==> src/rtl/mem_port_arbiter.sv <==
// Single-ported memory arbiter between fetch and data stages; data has priority.
// Define MEM_ARB_STARVE_GUARD_EN to force a fetch grant after MAX_DATA_BURST contested data grants.
module mem_port_arbiter #(
  parameter int ADDR_WIDTH     = 32,
  parameter int DATA_WIDTH     = 32,
  parameter int MAX_DATA_BURST = 4
) (
  input  logic                    clk_i,
  input  logic                    rst_ni,
  input  logic                    if_req_i,
  input  logic [ADDR_WIDTH-1:0]   if_addr_i,
  input  logic                    flush_i,
  output logic                    if_rvalid_o,
  output logic [DATA_WIDTH-1:0]   if_rdata_o,
  output logic                    if_stall_o,
  input  logic                    d_req_i,
  input  logic                    d_we_i,
  input  logic [ADDR_WIDTH-1:0]   d_addr_i,
  input  logic [DATA_WIDTH-1:0]   d_wdata_i,
  input  logic [DATA_WIDTH/8-1:0] d_be_i,
  output logic                    d_rvalid_o,
  output logic [DATA_WIDTH-1:0]   d_rdata_o,
  output logic                    d_stall_o,
  output logic                    mem_req_o,
  output logic                    mem_we_o,
  output logic [ADDR_WIDTH-1:0]   mem_addr_o,
  output logic [DATA_WIDTH-1:0]   mem_wdata_o,
  output logic [DATA_WIDTH/8-1:0] mem_be_o,
  input  logic                    mem_gnt_i,
  input  logic                    mem_rvalid_i,
  input  logic [DATA_WIDTH-1:0]   mem_rdata_i
);

  localparam int BE_W = DATA_WIDTH/8;

  typedef enum logic [1:0] {IDLE = 2'd0, REQ = 2'd1, RESP = 2'd2} state_e;

  typedef struct packed {
    logic                  is_data;
    logic                  we;
    logic [ADDR_WIDTH-1:0] addr;
    logic [DATA_WIDTH-1:0] wdata;
    logic [BE_W-1:0]       be;
  } txn_t;

  state_e                state_q, state_d;
  txn_t                  txn_q, txn_d;
  logic                  discard_q;
  logic                  if_rvalid_q, d_rvalid_q;
  logic [DATA_WIDTH-1:0] if_rdata_q, d_rdata_q;
  logic                  arb_fire, capture, grant_data;

  assign arb_fire = (state_q == IDLE) & (if_req_i | d_req_i);
  assign capture  = (state_q == RESP) & mem_rvalid_i;

`ifdef MEM_ARB_STARVE_GUARD_EN
  localparam int CNT_W = $clog2(MAX_DATA_BURST+1);
  logic [CNT_W-1:0] burst_q;
  logic             force_fetch;

  assign force_fetch = (burst_q == CNT_W'(MAX_DATA_BURST)) & if_req_i & d_req_i;
  assign grant_data  = d_req_i & ~force_fetch;

  // Counts consecutive data grants that left a fetch waiting; never exceeds MAX_DATA_BURST.
  always_ff @(posedge clk_i or negedge rst_ni) begin
    if (!rst_ni)       burst_q <= '0;
    else if (arb_fire) burst_q <= (grant_data & if_req_i) ? burst_q + 1'b1 : '0;
  end
`else
  assign grant_data = d_req_i;
`endif

  // State register
  always_ff @(posedge clk_i or negedge rst_ni) begin
    if (!rst_ni) state_q <= IDLE;
    else         state_q <= state_d;
  end

  // Next-state logic
  always_comb begin
    state_d = state_q;
    case (state_q)
      IDLE:    if (if_req_i | d_req_i) state_d = REQ;
      REQ:     if (mem_gnt_i)          state_d = RESP;
      RESP:    if (mem_rvalid_i)       state_d = IDLE;
      default:                         state_d = IDLE;
    endcase
  end

  // Output logic: memory fields always come from the latched transaction
  always_comb begin
    mem_req_o   = (state_q == REQ);
    mem_we_o    = txn_q.we;
    mem_addr_o  = txn_q.addr;
    mem_wdata_o = txn_q.wdata;
    mem_be_o    = txn_q.be;
  end

  always_comb begin
    txn_d = txn_q;
    if (arb_fire) begin
      txn_d.is_data = grant_data;
      txn_d.we      = grant_data & d_we_i;
      txn_d.addr    = grant_data ? d_addr_i  : if_addr_i;
      txn_d.wdata   = grant_data ? d_wdata_i : '0;
      txn_d.be      = grant_data ? d_be_i    : '1;
    end
  end

  always_ff @(posedge clk_i or negedge rst_ni) begin
    if (!rst_ni) begin
      txn_q       <= '0;
      discard_q   <= 1'b0;
      if_rvalid_q <= 1'b0;
      d_rvalid_q  <= 1'b0;
      if_rdata_q  <= '0;
      d_rdata_q   <= '0;
    end else begin
      txn_q       <= txn_d;
      if_rvalid_q <= 1'b0;
      d_rvalid_q  <= 1'b0;
      if (state_q == IDLE)                discard_q <= 1'b0;
      else if (flush_i & ~txn_q.is_data)  discard_q <= 1'b1;
      if (capture) begin
        if (txn_q.is_data) begin
          d_rvalid_q <= 1'b1;
          if (!txn_q.we) d_rdata_q <= mem_rdata_i;
        end else if (!(discard_q | flush_i)) begin
          // A flush in the capture cycle itself must also drop the response.
          if_rvalid_q <= 1'b1;
          if_rdata_q  <= mem_rdata_i;
        end
      end
    end
  end

  assign if_rvalid_o = if_rvalid_q;
  assign if_rdata_o  = if_rdata_q;
  assign d_rvalid_o  = d_rvalid_q;
  assign d_rdata_o   = d_rdata_q;
  assign if_stall_o  = if_req_i & ~if_rvalid_q;
  assign d_stall_o   = d_req_i & ~d_rvalid_q;

endmodule

==> config.mk <==
export PLATFORM = sky130hd
export DESIGN_NAME = mem_port_arbiter
export DESIGN_NICKNAME = d
export VERILOG_FILES = /design/src/rtl/mem_port_arbiter.sv
export SDC_FILE = /design/constraint.sdc
export NUM_CORES = 1
export LEC_CHECK = 0
export BUFFER_PORTS_ARGS = -buffer_cell sky130_fd_sc_hd__buf_4
export CAP_MARGIN = 10
export CORE_ASPECT_RATIO = 0.8
export CORE_MARGIN = 5
export CORE_UTILIZATION = 40
export DETAILED_ROUTE_END_ITERATION = 6
export GPL_TIMING_DRIVEN = 1
export PLACE_DENSITY = 0.81
export SYNTH_ARGS = -nofsm -noshare
export SYNTH_HDL_FRONTEND = slang
export SYNTH_SLANG_ARGS = --single-unit
==> constraint.sdc <==
create_clock -name clk_i -period 4.2 [get_ports clk_i]
set_input_delay 0.42 -clock clk_i [delete_from_list [all_inputs] [get_ports clk_i]]
set_output_delay 0.42 -clock clk_i [all_outputs]
set_load 0.02 [all_outputs]
# Word level (Yosys, flattened, before mapping)
# Index checks and enable logic that the tools add are counted.
dict set report totals {
  wordCells 48
  ff_bits 139
  output_inout_bits 138
}
dict set report classes {
  muxes 14
  n_eq_ne 5
  bitwise_logic 13
  reduce_logical 5
}
# operator n
set op_table {}
lappend op_table {{2-to-1 mux 32 bit} 2}
lappend op_table {{AND reduction 3 bit} 3}
lappend op_table {{2-to-1 mux 1 bit} 7}
lappend op_table {{AND 1 bit} 6}
lappend op_table {{2-to-1 mux 2 bit} 3}
lappend op_table {{one-hot mux 2 bit (3 select lines)} 1}
lappend op_table {{NOT 1 bit} 5}
lappend op_table {{2-to-1 mux 4 bit} 1}
lappend op_table {{!= test 2 x 1 -> 1 bit, second input constant} 2}
lappend op_table {{== test 2 x 1 -> 1 bit, second input constant} 1}
lappend op_table {{== test 2 bit, second input constant} 1}
lappend op_table {{logical NOT 2 bit} 1}
lappend op_table {{!= test 2 bit, second input constant} 1}
lappend op_table {{bitwise OR 1 bit} 2}
lappend op_table {{nonzero test 2 bit} 1}

# Longest topological paths before layout
# Gate-level depths: netlist of the first run.
dict set report depth {
  ltp_word 4
  depth_mapped 5
  ltp_nobuf 3
}

# Least setup slack after synthesis of the first run
# No wires, ideal clock.
dict set report synth_timing {
  path_kind {input-to-output}
  from {input d_req_i}
  to {output d_stall_o}
  arrival_time_ns 1.258
  stages 3
  slack_ns 2.522
  path_buffers 2
  path_cell_list {buf_4 clkbuf_1 nor2b_1}
}
dict set report synth_between {
  elab_chain_cells 1
}
# element line_no
set synth_lines {}
lappend synth_lines {{from (decl)} 16} ;# input logic d_req_i,
lappend synth_lines {{AND 1 bit} 142} ;# assign d_stall_o = d_req_i & ~d_rvalid_q;
lappend synth_lines {{to (decl)} 23} ;# output logic d_stall_o,
# No other way between the ends.

# Worst setup path after layout of the first run
dict set report layout_timing {
  from {register state_q[0]}
  to {register txn_q, in the netlist mem_addr_o[12]}
}
dict set report layout_between {
  elab_chain_cells 2
}
# element line_no
set layout_lines {}
lappend layout_lines {{from (decl)} 46} ;# state_e state_q, state_d;
lappend layout_lines {{from (signal assigned)} 76} ;# else state_q <= state_d;
lappend layout_lines {{logical NOT 2 bit} 53} ;# assign arb_fire = (state_q == IDLE) & (if_req_i | d_req_i);
lappend layout_lines {{AND 1 bit} 53}
lappend layout_lines {{to (signal assigned)} 119} ;# txn_q <= txn_d;
lappend layout_lines {{to (decl)} 47} ;# txn_t txn_q, txn_d;
# No other way between the ends.
# A chain may end at the register's enable or synchronous reset.

==> results, run 1 <==
- The run finished with clean final reports.
- The clock tree from TritonCTS is done.
- The number of clock buffers added by TritonCTS is 17.
- Of the post-synthesis cell area, the dominant cell type holds 0.576.
- After routing, the total negative slack on setup checks comes to 0 ns.
- The horizontal die dimension is 147 µm.
- In this run the power density over the cells is 792 nW/µm².
- The clock latency reported for the late side of the worst-skew pair is 0.41 ns.
- The achievable frequency is 459 MHz.
- The half-perimeter wire length of the detailed placement result is 11000 µm.
- At the end of routability-driven placement, the weighted congestion stood at 0.789.
- The post-cts hold buffer count is 0.
- Summed over all nets, wire length on met2 after detailed routing comes to 7320 µm.
- The required arrival time at the worst endpoint is 4.49 ns.
- The synthesized netlist cell count is 415.
- The kind of cell with the highest combined delay along the critical path is compound AO/OA/AOI/OAI gates.
- For this run, design rule violations remaining after detail routing come to 0.
- The pin count of the biggest net entering global routing is 110.
- By area the synthesized netlist is led by dfrtp_1 58%, mux2_2 24%, buf_4 8.8%, a22o_1 4.9%, buf_6 0.93%.
- The number of nets handed over by synthesis was 555.
- The post-route minimum period is 2.18 ns.
- The total overflow left after global routing is 0.
- In this run, the number of DRC markers left after iteration 0 of detailed routing was 124.
- The chip height is 120 µm.
- The starting density of the core is 0.405.
- In this run, synthesis inferred 0 flip-flops with an integrated enable.
- The initialized floorplan defines 40 standard-cell rows.
- The signal on the critical path passes through nor2_1, o21a_1, buf_4, mux2_2.
- The synthesized area per cell is 14.5 µm².
- STA classifies the critical path startpoint as a flop.
- The stage delay of the slowest cell on the critical path is 0.59 ns.
- Measured on the finished design, the core utilization comes to 0.561.
- The count of endpoints failing setup in the final report is 0.
- Setup repair after global routing left no endpoint under its margin.
- The first global-routing pass estimated 23200 µm of wire.
- The total stage count of the critical path is 4.
- The final setup skew is 0.00769 ns.
- Across the VDD grid, the largest voltage drop is 0.593 mV.
- Once placement finished, the instance area stood at 7740 µm².
- After synthesis, the netlist uses 24 different library cells.
- The proportion of synthesized flip-flops having asynchronous set or reset is 1.00.
- The share of the Yosys chip area taken by registers is 0.576.
- The Yosys step of the flow raised 0 warnings.
- The filler cells instantiated in the layout total 1213.
- For flop-to-flop paths, the worst setup slack is 2.02 ns.
- The post-cts resize count is 0.
- The count of buffers inserted at the top-level ports is 277.
- The global routing usage summed across all routing layers is 0.166.
- STA classifies the critical path endpoint as a flop.
- STA puts the critical path data arrival time at 2.47 ns.
- After synthesis, the most frequently instantiated cells are 139 x dfrtp_1, 126 x mux2_2, 71 x buf_4.
- The library cell occupying the most area in the post-synthesis netlist is dfrtp_1.
- The cell at the slowest stage of the critical path is o21a_1.
- Counting along the longest clock path gives a buffer depth of 2.
- The total length of routed met3 wires is 1350 µm.
- For the pin with the worst max-slew slack, the measured transition is 1.18 ns.
- The clock-pin slew of the registers on the worst-case setup and hold paths is 0.06 ns.
- The total wirelength of the detailed-routed design is 14500 µm.
- The worst setup path is of the flop to flop kind.
- Before antenna repair, the detailed router went through 4 iterations.
- The number of global-route vias before repair is 4400.
- The highest fanout seen on the critical path is 22.
- Summed over all cells, the static leakage comes to 4.17 nW.
- The share of cells above drive strength 1 is 0.693.
- The buffer count from post-CTS setup fixing is 0.
- Clock tree synthesis found a total of 139 sinks.
- The wire length on met1 is 5600 µm.
- Yosys instantiated no cell more often than dfrtp_1.
- The antenna cell count is 0.
- Dividing the final minimum period by the clock period gives 0.518.
- The buffering stage count on the worst path with inverters included is 1.
- The source of the worst register-to-register timing path is state_q[0]$_DFFE_PN0P_.
- The worst register-to-register path ends at mem_addr_o[12]$_DFFE_PN0P_.
- The max-capacitance violation count is 0.
- The initial antenna violation count is 0.
- The final-report hold violation count is 0.
- Pin placement for this block handled 278 I/O pins.
- In this run the remaining antenna-violating nets after routing total 0.
- After detailed routing, the average wire length per cell comes to 17.5 µm.
- Headroom to the max-slew limit came out at 0.217.
- Dividing the detail-routed via count by the number of cells gives 4.73.
- The total chip power is 0.00662 W.
- The post-route worst hold slack is 0.131 ns.
- The multi-input gate area in the final layout is 1900 µm².
- The tightest min-delay check is of the primary input to async pin type.
- The via count is 3918.
- The count of H-tree levels built during CTS is 4.
- For the worst flop-to-flop path, the logic depth is 4.
- The synthesized design contains 139 register bits.
- The placeable core area is 14900 µm².
- Compared with the post-synthesis result, the final layout area differs by 38.6%.
- The total count of max-transition violations in the final report was 0.
- The area of the mapped netlist is 6030 µm².
- The die footprint is 17700 µm².
- In this run the top signal layer used is met4.
- The dominant synthesized flop cell is dfrtp_1.
- The area taken by flip-flops and latches is 3480 µm².
- After routing the design area is 8360 µm².
- The cell at the root of the clock tree is clkbuf_16.
- The final net count is 766.
layer usage:
layer	vias to the layer above	track usage
li1	1828	-
met1	1902	0.183
met2	167	0.284
met3	21	0.0778
met4	0	0.0536
met5	-	0
layout by cell type, fill, tap and decap left out:
cell        instances
a21oi_1             1
a22o_1             34
and2_1              1
and3_1              1
buf_4             280
buf_6               1
bufinv_16           3
clkbuf_16          17
clkbuf_8            2
clkinv_2            2
clkinv_4            5
clkinvlp_4          2
dfrtp_1           139
inv_1               4
inv_6               1
mux2_1              2
mux2_2            126
nand2_1             1
nand2b_1            1
nand3_2             1
nor2_1              2
nor2b_1             2
nor2b_4             1
nor3_1              1
nor4b_4             1
o21a_1              1
o21ai_0             2
o21ai_2             1
o22a_1              4
state kept, by name, indices dropped and copies added (netlist names):
name / flops
d_rvalid_o: 1
state_q: 2
if_rvalid_o: 1
mem_be_o: 4
mem_we_o: 1
discard_q: 1
mem_addr_o: 32
mem_wdata_o: 32
txn_q: 1
d_rdata_o: 32
if_rdata_o: 32
metrics by stage:
stage | setup slack (ns) | std cells
3_3_place_gp | 1.97 | 796
5_1_grt | 1.85 | 828
4_1_cts | 1.99 | 828
3_5_place_dp | 1.86 | 796
6_report | 2.02 | 828
2_1_floorplan | 2.52 | 415
worst max path at each step:
stage | start | endpoint | slack [ns]
2_1_floorplan | d_req_i | d_stall_o | 2.52
3_3_place_gp | d_req_i | mem_addr_o[9]$_DFFE_PN0P_ | 1.97
3_5_place_dp | d_req_i | mem_addr_o[12]$_DFFE_PN0P_ | 1.86
4_1_cts | state_q[0]$_DFFE_PN0P_ | mem_addr_o[12]$_DFFE_PN0P_ | 1.99
5_1_grt | state_q[0]$_DFFE_PN0P_ | mem_addr_o[1]$_DFFE_PN0P_ | 1.85
6_report | state_q[0]$_DFFE_PN0P_ | mem_addr_o[12]$_DFFE_PN0P_ | 2.02
report_power, final:
| group | switching (W) | internal [W] |
|---|---|---|
| combinational | 0.00144 | 0.00138 |
| clock | 0.000565 | 0.000969 |
| sequential | 0.000337 | 0.00193 |
| total | 0.00234 | 0.00428 |
kinds of logic (layout without fill, tap and decap cells):
| family | after synthesis | after routing | share of synthesized area |
|---|---|---|---|
| AO/OA/AOI/OAI | 43 | 43 | 0.0597 |
| flip-flops | 139 | 139 | 0.576 |
| multiplexers | 128 | 128 | 0.239 |
| buffers and inverters | 93 | 317 | 0.110 |
| AND/OR/NAND/NOR | 12 | 12 | 0.0149 |
layout make-up:
| type | count | share of cell area |
|---|---|---|
| flip-flops and latches | 139 | 0.416 |
| repair buffers | 281 | 0.253 |
| multi-input cells | 183 | 0.227 |
| clock buffers | 19 | 0.0542 |
| well taps | 189 | 0.0283 |
| clock inverters | 13 | 0.0200 |
| inverters | 4 | 0.00180 |
Note: power is estimated with default switching activity, not from simulation.
==> run 2: changes to the inputs <==
--- a/config.mk
+++ b/config.mk
@@ -5,6 +5,7 @@
 export SDC_FILE = /design/constraint.sdc
 export NUM_CORES = 1
 export LEC_CHECK = 0
+export ABC_AREA = 1
 export BUFFER_PORTS_ARGS = -buffer_cell sky130_fd_sc_hd__buf_4
 export CAP_MARGIN = 10
 export CORE_ASPECT_RATIO = 0.8
@@ -12,7 +13,7 @@
 export CORE_UTILIZATION = 40
 export DETAILED_ROUTE_END_ITERATION = 6
 export GPL_TIMING_DRIVEN = 1
-export PLACE_DENSITY = 0.81
+export PLACE_DENSITY = 0.83
 export SYNTH_ARGS = -nofsm -noshare
 export SYNTH_HDL_FRONTEND = slang
 export SYNTH_SLANG_ARGS = --single-unit
==> constraint.sdc (replaced) <==
create_clock -name clk_i -period 1.8 [get_ports clk_i]
set_input_delay 0.18 -clock clk_i [delete_from_list [all_inputs] [get_ports clk_i]]
set_output_delay 0.18 -clock clk_i [all_outputs]
set_load 0.02 [all_outputs]
==> run 2 against run 1 <==
Against the previous run: final cell count grew 52%; count of clock-buffer cells in the layout shrank 2; global-route usage grew 3.7 points; first-iteration DRC count grew 120%; design area grew 11%; die area grew 4.5%; clock power grew 130%; synthesized cell count grew 87%; non-clock buffer count grew 65; sequential cell count is the same; critical path type is now flop to output pin; largest power group unchanged; highest routed layer unchanged.
==> results, run 2 <==
- The path class of the lowest-slack min-delay path is primary input to flop (was primary input to async pin).
- The proportion of synthesized flip-flops having asynchronous set or reset came to 1.00 (unchanged).
- The initial antenna violation count is 0 (unchanged).
- For this run, the top clock speed supported by timing is 716 MHz.
- The total power density per cell area came to 1700 nW/µm² (was 792 nW/µm²).
- The global routing met3 resource utilization is 0.0679 (was 0.0778).
- The iteration count of the initial detailed-routing pass is 5 (was 4).
- The final total negative setup slack is 0 ns (unchanged).
- The number of cell rows is 41 (was 40).
- The number of placed I/O pins is 278 (unchanged).
- The number of nets in the synthesized netlist came to 916 (was 555).
- The design area is 9260 µm² (was 8360 µm²).
- Most frequent cells after synthesis: 430 x nand2_1, 139 x dfrtp_1, 75 x buf_4 (was 139 x dfrtp_1, 126 x mux2_2, 71 x buf_4).
- The post-route minimum period is 1.40 ns.
- The highest fanout seen on the critical path is 4 (was 22).
- The category of the worst setup path launch point was a flop (unchanged).
- The average vias per placed instance came to 4.60 (was 4.73).
- The internal power consumption is 0.00928 W (was 0.00428 W).
- The number of clock sinks is 139 (unchanged).
- The top cell type's share of synthesized area came to 0.550 (was 0.576).
- The met1 global-route usage is 0.242 (was 0.183).
- The layer with the highest usage after global routing is met2 (unchanged).
- The synthesized area per cell is 8.16 µm² (was 14.5 µm²).
- The number of storage elements in the synthesis netlist was 139 (unchanged).
- The total count of max-transition violations in the final report came to 0 (unchanged).
- The fraction of met2 tracks used by global routing is 0.357 (was 0.284).
- The count of endpoints failing setup in the final report is 0 (unchanged).
- The count of buffers inserted at the top-level ports came to 277 (unchanged).
- The transition at the pin with the smallest max-transition slack is 0.529 ns (was 1.18 ns).
- The buffer count from post-CTS setup fixing is 0 (unchanged).
- The total wirelength of the detailed-routed design is 19000 µm (was 14500 µm).
- The count of H-tree levels built during CTS was 4 (unchanged).
- The pin count of the biggest net entering global routing was 47 (was 110).
- The worst path arrival time is 1.22 ns (was 2.47 ns).
- The DRC violation count after routing is 0 (unchanged).
- The sequential power share was 0.337 (was 0.343).
- Highest-count cells in the layout ignoring fill and taps: 430 x nand2_1, 286 x buf_4, 139 x dfrtp_1 (was 280 x buf_4, 139 x dfrtp_1, 126 x mux2_2).
- The number of global-route vias before repair is 5962 (was 4400).
- The part of the cycle the worst path needs is 0.776.
- The fraction of power spent switching nets is 0.410 (was 0.353).
- The horizontal die dimension came to 151 µm (was 147 µm).
- The relative contribution of the clock network to total power is 0.227 (was 0.232).
- Leading cell types by total area after synthesis: dfrtp_1 55%, nand2_1 26%, buf_4 8.9%, o21ai_0 3.1%, nand3_1 2.7% (was dfrtp_1 58%, mux2_2 24%, buf_4 8.8%, a22o_1 4.9%, buf_6 0.93%).
- The count of routing violations after the opening detailed-route iteration is 275 (was 124).
- The starting density of the core is 0.404 (was 0.405).
- The aggregate global routing overflow came to 0 (unchanged).
- The total of warnings raised by yosys was 0 (unchanged).
- The wire length of the first global-routing pass is 29500 µm (was 23200 µm).
- The cell with the most instances after synthesis is nand2_1 (was dfrtp_1).
- The worst ir drop on vdd is 0.847 mV (was 0.593 mV).
- The switching power was 0.00646 W (was 0.00234 W).
- The half-perimeter wire length of the detailed placement result is 13100 µm (was 11000 µm).
- The number of distinct library cells after synthesis is 16 (was 24).
- The placeable core area is 15600 µm² (was 14900 µm²).
- The via count is 5801 (was 3918).
- The cell leakage power is 5.20 nW (was 4.17 nW).
- The share of cells above drive strength 1 is 0.315 (was 0.693).
- The required arrival time at the worst endpoint is 1.62 ns (was 4.49 ns).
- The library cell occupying the most area in the post-synthesis netlist is dfrtp_1 (unchanged).
- Result of the run: finished clean (unchanged).
- The average wire per standard cell is 15.1 µm (was 17.5 µm).
- The pre-CTS setup slack was 0.411 ns (was 1.86 ns).
- The final setup skew came to 0.00939 ns (was 0.00769 ns).
- The final net count is 1173 (was 766).
- The dominant synthesized flop cell is dfrtp_1 (unchanged).
- The core utilization of the finished layout is 0.592 (was 0.561).
- The clock latency reported for the late side of the worst-skew pair is 0.42 ns (was 0.41 ns).
- The clock-pin slew of the registers on the worst-case setup and hold paths is 0.06 ns (about the same).
- The global routing usage summed across all routing layers is 0.203 (was 0.166).
- The deepest clock path buffer count is 2 (unchanged).
- The final weighted congestion of routability-driven global placement is 0.790 (was 0.789).
- RSZ-0062 raised after global routing: no (unchanged).
- The endpoint class of the critical path was an output pin (was flop).
- The tightest slew margin relative to the limit is 0.647 (was 0.217).
- The area of the mapped netlist is 6330 µm² (was 6030 µm²).
- The chip height is 123 µm (was 120 µm).
- The growth of design area from synthesis to finish was 46.4% (was 38.6%).
- The clock tree from TritonCTS is done (unchanged).
- The residual antenna-violating net count after detailed routing is 0 (unchanged).
- The total clock buffers created by CTS is 17 (unchanged).
- The number of synthesized flops with an enable pin is 0 (unchanged).
- The most common cell after layout, fill and taps aside is nand2_1 (was buf_4).
- The max-capacitance violation count is 0 (unchanged).
- The register area share after synthesis is 0.550 (was 0.576).
- The post-detailed-placement cell area was 8110 µm² (was 7740 µm²).
- The smallest setup slack after layout was 0.403 ns (was 2.02 ns).
- The final-report hold violation count is 0 (unchanged).
- The synthesized netlist cell count came to 776 (was 415).
- The cell at the root of the clock tree is clkbuf_16 (unchanged).
- The antenna cell count came to 0 (unchanged).
- The share of total power in combinational logic is 0.437 (was 0.425).
- The classification of the worst setup path was flop to output pin (was flop to flop).
- The die footprint is 18500 µm² (was 17700 µm²).
run 2: cell families (layout without fill, tap and decap cells):
logic type	Yosys count	in the layout	synth area share
simple gates	477	477	0.295
compound gates	41	41	0.0330
buf+inv	119	389	0.123
flops	139	139	0.550
run 2: worst paths after layout:
kind	startpoint	endpoint	slack (ns)	cells after the start
worst min-delay path	d_wdata_i[13]	mem_wdata_o[13]$_DFFE_PN0P_	0.02	3
min in group asynchronous	rst_ni	if_rdata_o[4]$_DFFE_PN0P_	0.23	2
worst min register to register	if_rdata_o[2]$_DFFE_PN0P_	if_rdata_o[2]$_DFFE_PN0P_	0.47	2
worst max register to register	state_q[0]$_DFFE_PN0P_	if_rdata_o[15]$_DFFE_PN0P_	0.41	6
worst max-delay path	state_q[1]$_DFFE_PN0P_	mem_req_o	0.40	4
max in group asynchronous	rst_ni	if_rdata_o[17]$_DFFE_PN0P_	0.97	3
run 2: critical path, stage by stage, from the launching register on:
cell and delay [ns]:
dfrtp_1 0.45, inv_1 0.08, nand2_1 0.06, inv_1 0.08, buf_4 0.15
run 2: cell type report:
class	instances	area (µm²)
Timing Repair Buffer	346	2790
Inverter	11	41.3
Clock inverter	15	180
Clock buffer	17	425
Sequential cell	139	3480
Fill cell	1346	6380
Multi-Input combinational cell	518	2080
Tap cell	215	269
run 2: power groups by stage:
stage | logic, W | clock network (W) | registers (W)
after global routing | 0.00745 | 0.00379 | 0.00547
after CTS | 0.00692 | 0.00364 | 0.00528
after global placement | 0.00667 | 0 | 0.00525
after detailed placement | 0.00682 | 0 | 0.00529
final | 0.00687 | 0.00357 | 0.00530
after floorplan | 0.00392 | 0 | 0.00595
run 2: timing repair:
item | in CTS | in global routing
hold endpoints to repair | 116 | 1
hold buffers | 54 | 1
gates resized for setup | 0 | 0
run 2: routing by layer:
metal	up-vias	share of wire
met3	14	0.079
met1	2743	0.40
met5	-	0
met4	0	0.012
met2	216	0.51
li1	2828	-
run 2: per-stage QoR:
step                      std cells  power, W  hold WS, ns
after floorplan                 776   0.00987       -0.116
after global placement         1174    0.0119        0.103
after detailed placement       1174    0.0121        0.105
after CTS                      1260    0.0158      0.00120
after global routing           1261    0.0167       0.0122
final                          1261    0.0157       0.0212
==> run 3: changes to the inputs <==
==> constraint.sdc (replaced) <==
create_clock -name clk_i -period 1.1 [get_ports clk_i]
set_input_delay 0.11 -clock clk_i [delete_from_list [all_inputs] [get_ports clk_i]]
set_output_delay 0.11 -clock clk_i [all_outputs]
set_load 0.02 [all_outputs]
==> run 3 against run 2 <==
Against the previous run: largest power group unchanged; final cell count grew 10%; first-iteration DRC count grew 6.5%; global-route usage grew 3.2 points; the run now ends with setup timing left; sequential cell count is the same; die area is the same; register-to-register slack lost 0.66 ns.
==> results, run 3 (same netlist as run 2, synthesis figures left out) <==
- Result of the run: complete, but fails checks (was finished clean).
- The final reports fail on setup timing.
- The design area came to 10900 µm² (was 9260 µm²).
- The total wirelength of the detailed-routed design is 24300 µm (was 19000 µm).
- The horizontal die dimension is 151 µm (unchanged).
- The category of the worst setup path launch point is a flop (unchanged).
- The multi-input gate area in the final layout came to 2210 µm² (was 2080 µm²).
- The growth of design area from synthesis to finish is 73.0% (was 46.4%).
- The global routing usage summed across all routing layers is 0.236 (was 0.203).
- The share of cells above drive strength 1 was 0.369 (was 0.315).
- The average vias per placed instance is 4.78 (was 4.60).
- Highest-count cells in the layout ignoring fill and taps: 394 x nand2_1, 273 x buf_4, 136 x dfrtp_1 (was 430 x nand2_1, 286 x buf_4, 139 x dfrtp_1).
- The count of endpoints failing setup in the final report is 139 (was 0).
- The achievable frequency is 740 MHz.
- The most common cell after layout, fill and taps aside is nand2_1 (unchanged).
- The clock latency reported for the late side of the worst-skew pair was 0.41 ns (was 0.42 ns).
- The initial antenna violation count is 0 (unchanged).
- The clock tree from TritonCTS is done (unchanged).
- The die footprint came to 18500 µm² (unchanged).
- The final weighted congestion of routability-driven global placement is 0.822 (was 0.790).
- The met1 global-route usage came to 0.256 (was 0.242).
- The required arrival time at the worst endpoint was 1.38 ns (was 1.62 ns).
- The layer with the highest usage after global routing is met2 (unchanged).
- The worst path arrival time is 1.63 ns (was 1.22 ns).
- The final setup skew is 0.0127 ns (was 0.00939 ns).
- The total clock buffers created by CTS is 17 (unchanged).
- The global routing met3 resource utilization was 0.0701 (was 0.0679).
- The highest fanout seen on the critical path was 13 (was 4).
- Counting I/O delays and the setup requirement, the final critical path takes 1.35 ns.
- The smallest setup slack after layout came to -0.252 ns (was 0.403 ns).
- The DRC violation count after routing came to 0 (unchanged).
- The transition at the pin with the smallest max-transition slack came to 0.334 ns (was 0.529 ns).
- The final net count was 1302 (was 1173).
- The endpoint class of the critical path was a flop (was output pin).
- The half-perimeter wire length of the detailed placement result is 13700 µm (was 13100 µm).
- The cell leakage power is 5.96 nW (was 5.20 nW).
- The path class of the lowest-slack min-delay path is primary input to flop (unchanged).
- The number of placed I/O pins came to 278 (unchanged).
- The average wire per standard cell is 17.5 µm (was 15.1 µm).
- The post-detailed-placement cell area is 8380 µm² (was 8110 µm²).
- The number of cell rows came to 41 (unchanged).
- The count of buffers inserted at the top-level ports is 277 (unchanged).
- The final total negative setup slack is -26.29 ns (was 0 ns).
- The residual antenna-violating net count after detailed routing is 0 (unchanged).
- The area taken by flip-flops and latches is 3480 µm² (about the same).
- The fraction of met2 tracks used by global routing was 0.414 (was 0.357).
- The count of H-tree levels built during CTS is 4 (unchanged).
- The tightest slew margin relative to the limit is 0.778 (was 0.647).
- The post-route worst hold slack is 0.00178 ns (was 0.0212 ns).
- The iteration count of the initial detailed-routing pass was 5 (unchanged).
- The clock-pin slew of the registers on the worst-case setup and hold paths is 0.06 ns (about the same).
- RSZ-0062 raised after global routing: yes (was no).
- The number of global-route vias before repair is 6862 (was 5962).
- The number of clock sinks is 139 (unchanged).
- The chip height is 123 µm (unchanged).
- The deepest clock path buffer count came to 2 (unchanged).
- The placeable core area is 15600 µm² (unchanged).
- The max-capacitance violation count was 0 (unchanged).
- The starting density of the core was 0.404 (unchanged).
- The aggregate global routing overflow is 0 (unchanged).
- The count of filler cells inserted in the layout is 1070 (was 1346).
- The part of the cycle the worst path needs is 1.23.
- The cell at the root of the clock tree is clkbuf_16 (unchanged).
- The count of routing violations after the opening detailed-route iteration came to 293 (was 275).
- The pin count of the biggest net entering global routing was 52 (was 47).
- The wire length of the first global-routing pass is 34100 µm (was 29500 µm).
- The classification of the worst setup path was flop to flop (was flop to output pin).
- The final-report hold violation count was 0 (unchanged).
- The total power density per cell area is 2660 nW/µm² (was 1700 nW/µm²).
- The via count is 6645 (was 5801).
- The worst ir drop on vdd was 1.92 mV (was 0.847 mV).
- The total count of max-transition violations in the final report is 0 (unchanged).
## run 3: report_power, final
group	leakage, nW	switching (W)	internal (W)
sequential	1.78	0.00157	0.00737
clock	0.285	0.00225	0.00364
combinational	3.90	0.00776	0.00657
total	5.96	0.0116	0.0176
## run 3: timing repair
action                                  CTS  global route
endpoints found under the setup margin  138           207
pin swaps                                 9             5
gates cloned                              0             5
hold buffers                            122             0
resized for setup                        25            93
hold endpoints to repair                271             0
buffers inserted                          4            33
## run 3: path summary, 6_finish.rpt
kind / startpoint / to / slack, ns / cells past startpoint
worst max-delay path: state_q[1]$_DFFE_PN0P_ / mem_wdata_o[1]$_DFFE_PN0P_ / -0.25 / 7
worst min-delay path: d_be_i[2] / mem_be_o[2]$_DFFE_PN0P_ / 0.002 / 3
worst max register to register: state_q[1]$_DFFE_PN0P_ / mem_wdata_o[1]$_DFFE_PN0P_ / -0.25 / 7
worst min register to register: if_rdata_o[31]$_DFFE_PN0P_ / if_rdata_o[31]$_DFFE_PN0P_ / 0.47 / 2
max in group asynchronous: rst_ni / d_rdata_o[18]$_DFFE_PN0P_ / 0.43 / 3
min in group asynchronous: rst_ni / if_rdata_o[9]$_DFFE_PN0P_ / 0.15 / 2
## run 3: cell type report
type                    instances  share of cell area
clock inverters                12              0.0151
well taps                     215              0.0246
diodes                          1            0.000229
clock buffers                  18              0.0401
repair buffers                475               0.396
multi-input cells             518               0.202
flip-flops and latches        139               0.318
inverters                      11             0.00377
## run 3: metal layers
metal	share of wire	vias up
met4	0.044	0
met1	0.36	3146
met3	0.077	91
met2	0.52	321
met5	0	-
li1	-	3087
## run 3: critical path: stages, from the launching register on
cell and delay (ns):
dfrtp_2 0.42, buf_4 0.15, nor2_4 0.12, o21ai_4 0.10, buf_12 0.16, buf_12 0.14, nand2_1 0.06, nand2_1 0.07
## run 3: metrics by stage
step	worst slack, ns	total power [W]	instances	util
2_1_floorplan	-0.0652	0.0163	776	-
3_3_place_gp	-0.107	0.0202	1194	0.536
5_1_grt	-0.311	0.0307	1388	0.699
4_1_cts	-0.241	0.0271	1350	0.659
3_5_place_dp	-0.196	0.0205	1194	0.536
6_report	-0.252	0.0292	1389	0.700
